==> src/rtl/morse_sequencer.sv <==
// morse_sequencer: expands 6-bit character codes into ITU Morse key timing on key_out.
// One Morse unit lasts MAX_COUNT+1 clocks; key_out and busy are registered.
module morse_sequencer #(
  parameter int unsigned MAX_COUNT = 898
) (
  input  logic       clk,
  input  logic       rst,
  input  logic [5:0] char_in,
  input  logic       char_valid,
  output logic       char_ready,
  output logic       key_out,
  output logic       busy,
  output logic       unit_tick
);

  localparam int unsigned CntW = (MAX_COUNT > 0) ? $clog2(MAX_COUNT + 1) : 1;
  localparam logic [CntW-1:0] CntMax = CntW'(MAX_COUNT);
  localparam logic [5:0] WordSpace = 6'd63;

  typedef enum logic [2:0] {
    StIdle,
    StMark,
    StElemGap,
    StCharGap,
    StWordGap
  } state_e;

  state_e          state_q;
  logic [CntW-1:0] count_q;
  logic [2:0]      remaining_q;
  logic [4:0]      pattern_q;     // elements still to send, next one in bit 4
  logic [2:0]      elems_left_q;

  logic [4:0]      tbl_bits;
  logic [2:0]      tbl_len;
  logic [4:0]      tbl_aligned;
  logic            last_unit;

  // Patterns are right-aligned, dot=0 / dash=1; a zero length marks an unplayable code.
  always_comb begin
    tbl_len  = 3'd0;
    tbl_bits = 5'b00000;
    case (char_in)
      6'd0:  {tbl_len, tbl_bits} = {3'd2, 5'b00001};  // A .-
      6'd1:  {tbl_len, tbl_bits} = {3'd4, 5'b01000};  // B -...
      6'd2:  {tbl_len, tbl_bits} = {3'd4, 5'b01010};  // C -.-.
      6'd3:  {tbl_len, tbl_bits} = {3'd3, 5'b00100};  // D -..
      6'd4:  {tbl_len, tbl_bits} = {3'd1, 5'b00000};  // E .
      6'd5:  {tbl_len, tbl_bits} = {3'd4, 5'b00010};  // F ..-.
      6'd6:  {tbl_len, tbl_bits} = {3'd3, 5'b00110};  // G --.
      6'd7:  {tbl_len, tbl_bits} = {3'd4, 5'b00000};  // H ....
      6'd8:  {tbl_len, tbl_bits} = {3'd2, 5'b00000};  // I ..
      6'd9:  {tbl_len, tbl_bits} = {3'd4, 5'b00111};  // J .---
      6'd10: {tbl_len, tbl_bits} = {3'd3, 5'b00101};  // K -.-
      6'd11: {tbl_len, tbl_bits} = {3'd4, 5'b00100};  // L .-..
      6'd12: {tbl_len, tbl_bits} = {3'd2, 5'b00011};  // M --
      6'd13: {tbl_len, tbl_bits} = {3'd2, 5'b00010};  // N -.
      6'd14: {tbl_len, tbl_bits} = {3'd3, 5'b00111};  // O ---
      6'd15: {tbl_len, tbl_bits} = {3'd4, 5'b00110};  // P .--.
      6'd16: {tbl_len, tbl_bits} = {3'd4, 5'b01101};  // Q --.-
      6'd17: {tbl_len, tbl_bits} = {3'd3, 5'b00010};  // R .-.
      6'd18: {tbl_len, tbl_bits} = {3'd3, 5'b00000};  // S ...
      6'd19: {tbl_len, tbl_bits} = {3'd1, 5'b00001};  // T -
      6'd20: {tbl_len, tbl_bits} = {3'd3, 5'b00001};  // U ..-
      6'd21: {tbl_len, tbl_bits} = {3'd4, 5'b00001};  // V ...-
      6'd22: {tbl_len, tbl_bits} = {3'd3, 5'b00011};  // W .--
      6'd23: {tbl_len, tbl_bits} = {3'd4, 5'b01001};  // X -..-
      6'd24: {tbl_len, tbl_bits} = {3'd4, 5'b01011};  // Y -.--
      6'd25: {tbl_len, tbl_bits} = {3'd4, 5'b01100};  // Z --..
      6'd26: {tbl_len, tbl_bits} = {3'd5, 5'b11111};  // 0 -----
      6'd27: {tbl_len, tbl_bits} = {3'd5, 5'b01111};  // 1 .----
      6'd28: {tbl_len, tbl_bits} = {3'd5, 5'b00111};  // 2 ..---
      6'd29: {tbl_len, tbl_bits} = {3'd5, 5'b00011};  // 3 ...--
      6'd30: {tbl_len, tbl_bits} = {3'd5, 5'b00001};  // 4 ....-
      6'd31: {tbl_len, tbl_bits} = {3'd5, 5'b00000};  // 5 .....
      6'd32: {tbl_len, tbl_bits} = {3'd5, 5'b10000};  // 6 -....
      6'd33: {tbl_len, tbl_bits} = {3'd5, 5'b11000};  // 7 --...
      6'd34: {tbl_len, tbl_bits} = {3'd5, 5'b11100};  // 8 ---..
      6'd35: {tbl_len, tbl_bits} = {3'd5, 5'b11110};  // 9 ----.
      default: begin
        tbl_len  = 3'd0;
        tbl_bits = 5'b00000;
      end
    endcase
  end

  // Left-align so the first element sits in bit 4.
  assign tbl_aligned = tbl_bits << (3'd5 - tbl_len);

  assign char_ready = (state_q == StIdle);
  assign unit_tick  = (state_q != StIdle) && (count_q == CntMax);
  assign last_unit  = unit_tick && (remaining_q == 3'd1);

  always_ff @(posedge clk or negedge rst) begin
    if (!rst) begin
      state_q      <= StIdle;
      count_q      <= '0;
      remaining_q  <= 3'd0;
      pattern_q    <= 5'b00000;
      elems_left_q <= 3'd0;
      key_out      <= 1'b0;
      busy         <= 1'b0;
    end else begin
      if (state_q == StIdle || unit_tick) begin
        count_q <= '0;
      end else begin
        count_q <= count_q + 1'b1;
      end

      if (unit_tick) begin
        remaining_q <= remaining_q - 3'd1;
      end

      unique case (state_q)
        StIdle: begin
          if (char_valid) begin
            if (char_in == WordSpace) begin
              state_q     <= StWordGap;
              remaining_q <= 3'd4;
              busy        <= 1'b1;
            end else if (tbl_len != 3'd0) begin
              state_q      <= StMark;
              remaining_q  <= tbl_aligned[4] ? 3'd3 : 3'd1;
              pattern_q    <= {tbl_aligned[3:0], 1'b0};
              elems_left_q <= tbl_len - 3'd1;
              key_out      <= 1'b1;
              busy         <= 1'b1;
            end
          end
        end
        StMark: begin
          if (last_unit) begin
            key_out <= 1'b0;
            if (elems_left_q != 3'd0) begin
              state_q     <= StElemGap;
              remaining_q <= 3'd1;
            end else begin
              state_q     <= StCharGap;
              remaining_q <= 3'd3;
            end
          end
        end
        StElemGap: begin
          if (last_unit) begin
            state_q      <= StMark;
            remaining_q  <= pattern_q[4] ? 3'd3 : 3'd1;
            pattern_q    <= {pattern_q[3:0], 1'b0};
            elems_left_q <= elems_left_q - 3'd1;
            key_out      <= 1'b1;
          end
        end
        StCharGap, StWordGap: begin
          if (last_unit) begin
            state_q <= StIdle;
            busy    <= 1'b0;
          end
        end
        default: begin
          state_q <= StIdle;
          key_out <= 1'b0;
          busy    <= 1'b0;
        end
      endcase
    end
  end

endmodule

==> config.mk <==
export PLATFORM = sky130hd
export DESIGN_NAME = morse_sequencer
export DESIGN_NICKNAME = d
export VERILOG_FILES = /design/src/rtl/morse_sequencer.sv
export SDC_FILE = /design/constraint.sdc
export NUM_CORES = 1
export LEC_CHECK = 0
export BUFFER_PORTS_ARGS = -buffer_cell sky130_fd_sc_hd__buf_4
export CAP_MARGIN = 20
export CORE_ASPECT_RATIO = 1.1
export CORE_UTILIZATION = 28
export DETAILED_ROUTE_END_ITERATION = 8
export PLACE_DENSITY = 0.55
export SLEW_MARGIN = 5
export SYNTH_ARGS = -nofsm -noshare
export SYNTH_HDL_FRONTEND = slang
export SYNTH_SLANG_ARGS = --single-unit
==> constraint.sdc <==
create_clock -name clk -period 4.95 [get_ports clk]
set_clock_uncertainty 0.1 [all_clocks]
set_input_delay 0.495 -clock clk [delete_from_list [all_inputs] [get_ports clk]]
set_output_delay 0.495 -clock clk [all_outputs]
set_load 0.02 [all_outputs]
==> results.json <==
{
  "critPathLaunchType": "flop",
  "async_flop_share_pct": 100.0,
  "setup_viol": 0,
  "drv_cap": 0,
  "final.period_utilization_pct": 55.25,
  "synth_fp_nets": 289,
  "grtUsageTotal_pct": 12.61,
  "dieWidth_um": 86.39,
  "layout_min_cycle_time_ns": 2.735,
  "hold_class": "in -> async",
  "clkTransAtPathRegs_ns": 0.10,
  "fill_cells": 819,
  "max_freq_mhz": 365.7,
  "synth_area_per_cell_um2": 8.184,
  "met2_usage_pct": 23.15,
  "cts_resized": 0,
  "fin_tns_setup_ns": 0,
  "worst_pin_slew_ns": 0.6636,
  "leakagePower_uw": 0.0009606,
  "cts_tree": "yes",
  "layout_commonest_cell": "nor2_1",
  "hold_violations": 0,
  "numCtsBuffers": 3,
  "ir_worst_vdd_mv": 0.07324,
  "io_pins": 13,
  "grt_antenna_before_repair": 0,
  "crit_type": "reg -> out",
  "grt_setup_unrepaired": "false",
  "wire_per_inst_um": 13.28,
  "relSlewSlack_pct": 55.46,
  "synth_ff_type": "dfrtp_1",
  "globalplace.congestion": 0.8557,
  "grt_max_degree": 26,
  "power_density_nw_per_um2": 339.2,
  "start_util_pct": 29.19,
  "ys_seq_elements": 25,
  "syn2layout_area_growth_pct": 8.500,
  "synth_edf_count": 0,
  "dieArea_um2": 8191,
  "layout-drive-gt1-share_pct": 12.50,
  "dp.cells": 373,
  "syn_inst": 268,
  "post_cts.repair.setup_buffers": 0,
  "cp_max_fo": 16,
  "crit_chain": "or3_1 -> inv_2 -> nor4_4 -> buf_4",
  "slowest_stage": "dfrtp_1",
  "clock_path_buffers": 2,
  "ant_nets": 0,
  "finalMaxSlewViolations": 0,
  "globalRouteMet1Util_pct": 15.61,
  "grt-busiest-layer": "met2",
  "firstDrtPassIters": 4,
  "total_power_uw": 807.2,
  "max_stage_delay_ns": 0.70,
  "hold_buffers": 0,
  "final_cell_mix": "nor2_1, nand2_1, dfrtp_1",
  "vias": 1968,
  "cp_data_required_time_ns": 4.36,
  "drt_iter0_drc": 69,
  "endpoint_kind": "output pin",
  "wl_um": 5008,
  "yosys_warnings": 0,
  "clock_sink_count": 25,
  "seq_area_um2": 625.6,
  "fin_cells": 377,
  "row_count": 33,
  "utilization_pct": 31.67,
  "die_h_um": 94.83,
  "first_global_vias": 1884,
  "syn_area_um2": 2193,
  "n_antenna_cell": 0,
  "clock_latency_ns": 0.27,
  "multiInputGateArea_um2": 1431,
  "htreeDepth": 1,
  "cts-root-buf": "clkbuf_8",
  "grt-ovfl-total": 0,
  "seq_area_frac_synth_pct": 28.52,
  "cp_data_arrival_time_ns": 2.14,
  "vias_per_cell": 5.220,
  "port_buffers": 12,
  "hpwl_um": 3769,
  "grt_pass1_wl_um": 8466,
  "drcViolationCount": 0,
  "yosysUniqueCellTypes": 59,
  "core_region_area_um2": 7515,
  "use_met3_pct": 1.136,
  "status": "finished, final reports clean",
  "hold_ws_ns": 0.01535,
  "num-nets-final": 294
}
-- logic make-up after synthesis --
kind of cell             Yosys count  share of synthesized area, %
AND/OR/NAND/NOR                  106                         23.90
XOR/XNOR                           8                         3.195
AO/OA/AOI/OAI                     81                         25.96
flip-flops                        25                         28.52
buffers and inverters             26                         6.218
multiplexers                      10                         5.362
adder cells (fa/ha/maj)           12                         6.845
-- cell usage after synthesis (all sizes together) (2+ instances only) --
cell | number | area, um^2
a31oi | 2 | 18.77
o221ai | 4 | 35.03
xnor2 | 3 | 26.28
mux2 | 4 | 45.04
o21a | 2 | 15.01
nor3 | 5 | 25.02
nor4 | 3 | 48.80
mux2i | 5 | 50.05
o211ai | 2 | 15.01
nand3 | 9 | 45.04
or3 | 5 | 31.28
o2111ai | 2 | 23.77
clkbuf | 3 | 11.26
o21bai | 2 | 30.03
a22oi | 2 | 15.01
nand4 | 2 | 12.51
xor2 | 5 | 43.79
and2 | 2 | 12.52
o21ai | 20 | 100.1
o32ai | 2 | 17.52
buf | 9 | 72.57
nand2 | 26 | 97.59
a211oi | 2 | 15.01
ha | 12 | 150.1
inv | 14 | 52.55
a21oi | 23 | 118.9
nor2b | 2 | 12.51
o31a | 3 | 26.28
dfrtp | 25 | 625.6
nor2 | 36 | 135.1
or2 | 2 | 12.51
nand2b | 11 | 68.82
o22ai | 3 | 18.77
-- flip-flops by register name, summed over array words and instances, names as in the netlist --
name,cells
remaining_q,3
elems_left_q,3
pattern_q,4
count_q,10
busy,1
state_q,3
key_out,1
-- final cells by class --
class,count,area share [%]
Multi-Input combinational cell,217,60.15
Sequential cell,25,26.29
Tap cell,105,5.521
Timing Repair Buffer,12,3.785
Inverter,14,2.208
Clock buffer,3,1.735
Clock inverter,1,0.3155
-- critical path, delay by kind of cell, from the launching register on --
| family | cells | cell delay (ns) |
|---|---|---|
| and+or+nand+nor | 2 | 0.80 |
| DFF | 1 | 0.70 |
| buffers and inverters | 2 | 0.36 |
-- through the flow --
stage	setup slack (ns)	cell area (um^2)
3_5_place_dp	1.951	2331
2_1_floorplan	2.400	2193
6_report	2.215	2380
4_1_cts	2.195	2380
5_1_grt	2.064	2380
3_3_place_gp	2.032	2331
-- per-layer routing --
| layer | vias to the layer above | wire [um] |
|---|---|---|
| li1 | 972 | - |
| met1 | 967 | 2286 |
| met2 | 25 | 2547 |
| met3 | 4 | 117 |
| met4 | 0 | 57 |
| met5 | - | 0 |
-- where the power goes --
group,switching (uW),internal [uW],total [uW]
combinational,210,148,358
clock,69.5,57.0,126
sequential,58.5,265,323
-- path summary, 6_finish.rpt --
path / to / startpoint / slack (ns) / cells after the start
setup / recovery: unit_tick / state_q[1]$_DFFE_PN0P_ / 2.22 / 4
hold / removal: count_q[4]$_DFF_PN0_ / rst / 0.02 / 1
setup reg to reg: key_out$_DFFE_PN0P_ / state_q[1]$_DFFE_PN0P_ / 2.28 / 8
hold reg to reg: pattern_q[2]$_DFFE_PN0P_ / pattern_q[2]$_DFFE_PN0P_ / 0.40 / 2
max in group asynchronous: elems_left_q[2]$_DFFE_PN0P_ / rst / 4.49 / 1
min in group clk: pattern_q[2]$_DFFE_PN0P_ / pattern_q[2]$_DFFE_PN0P_ / 0.40 / 2
Power figures use the tool's default switching activity.
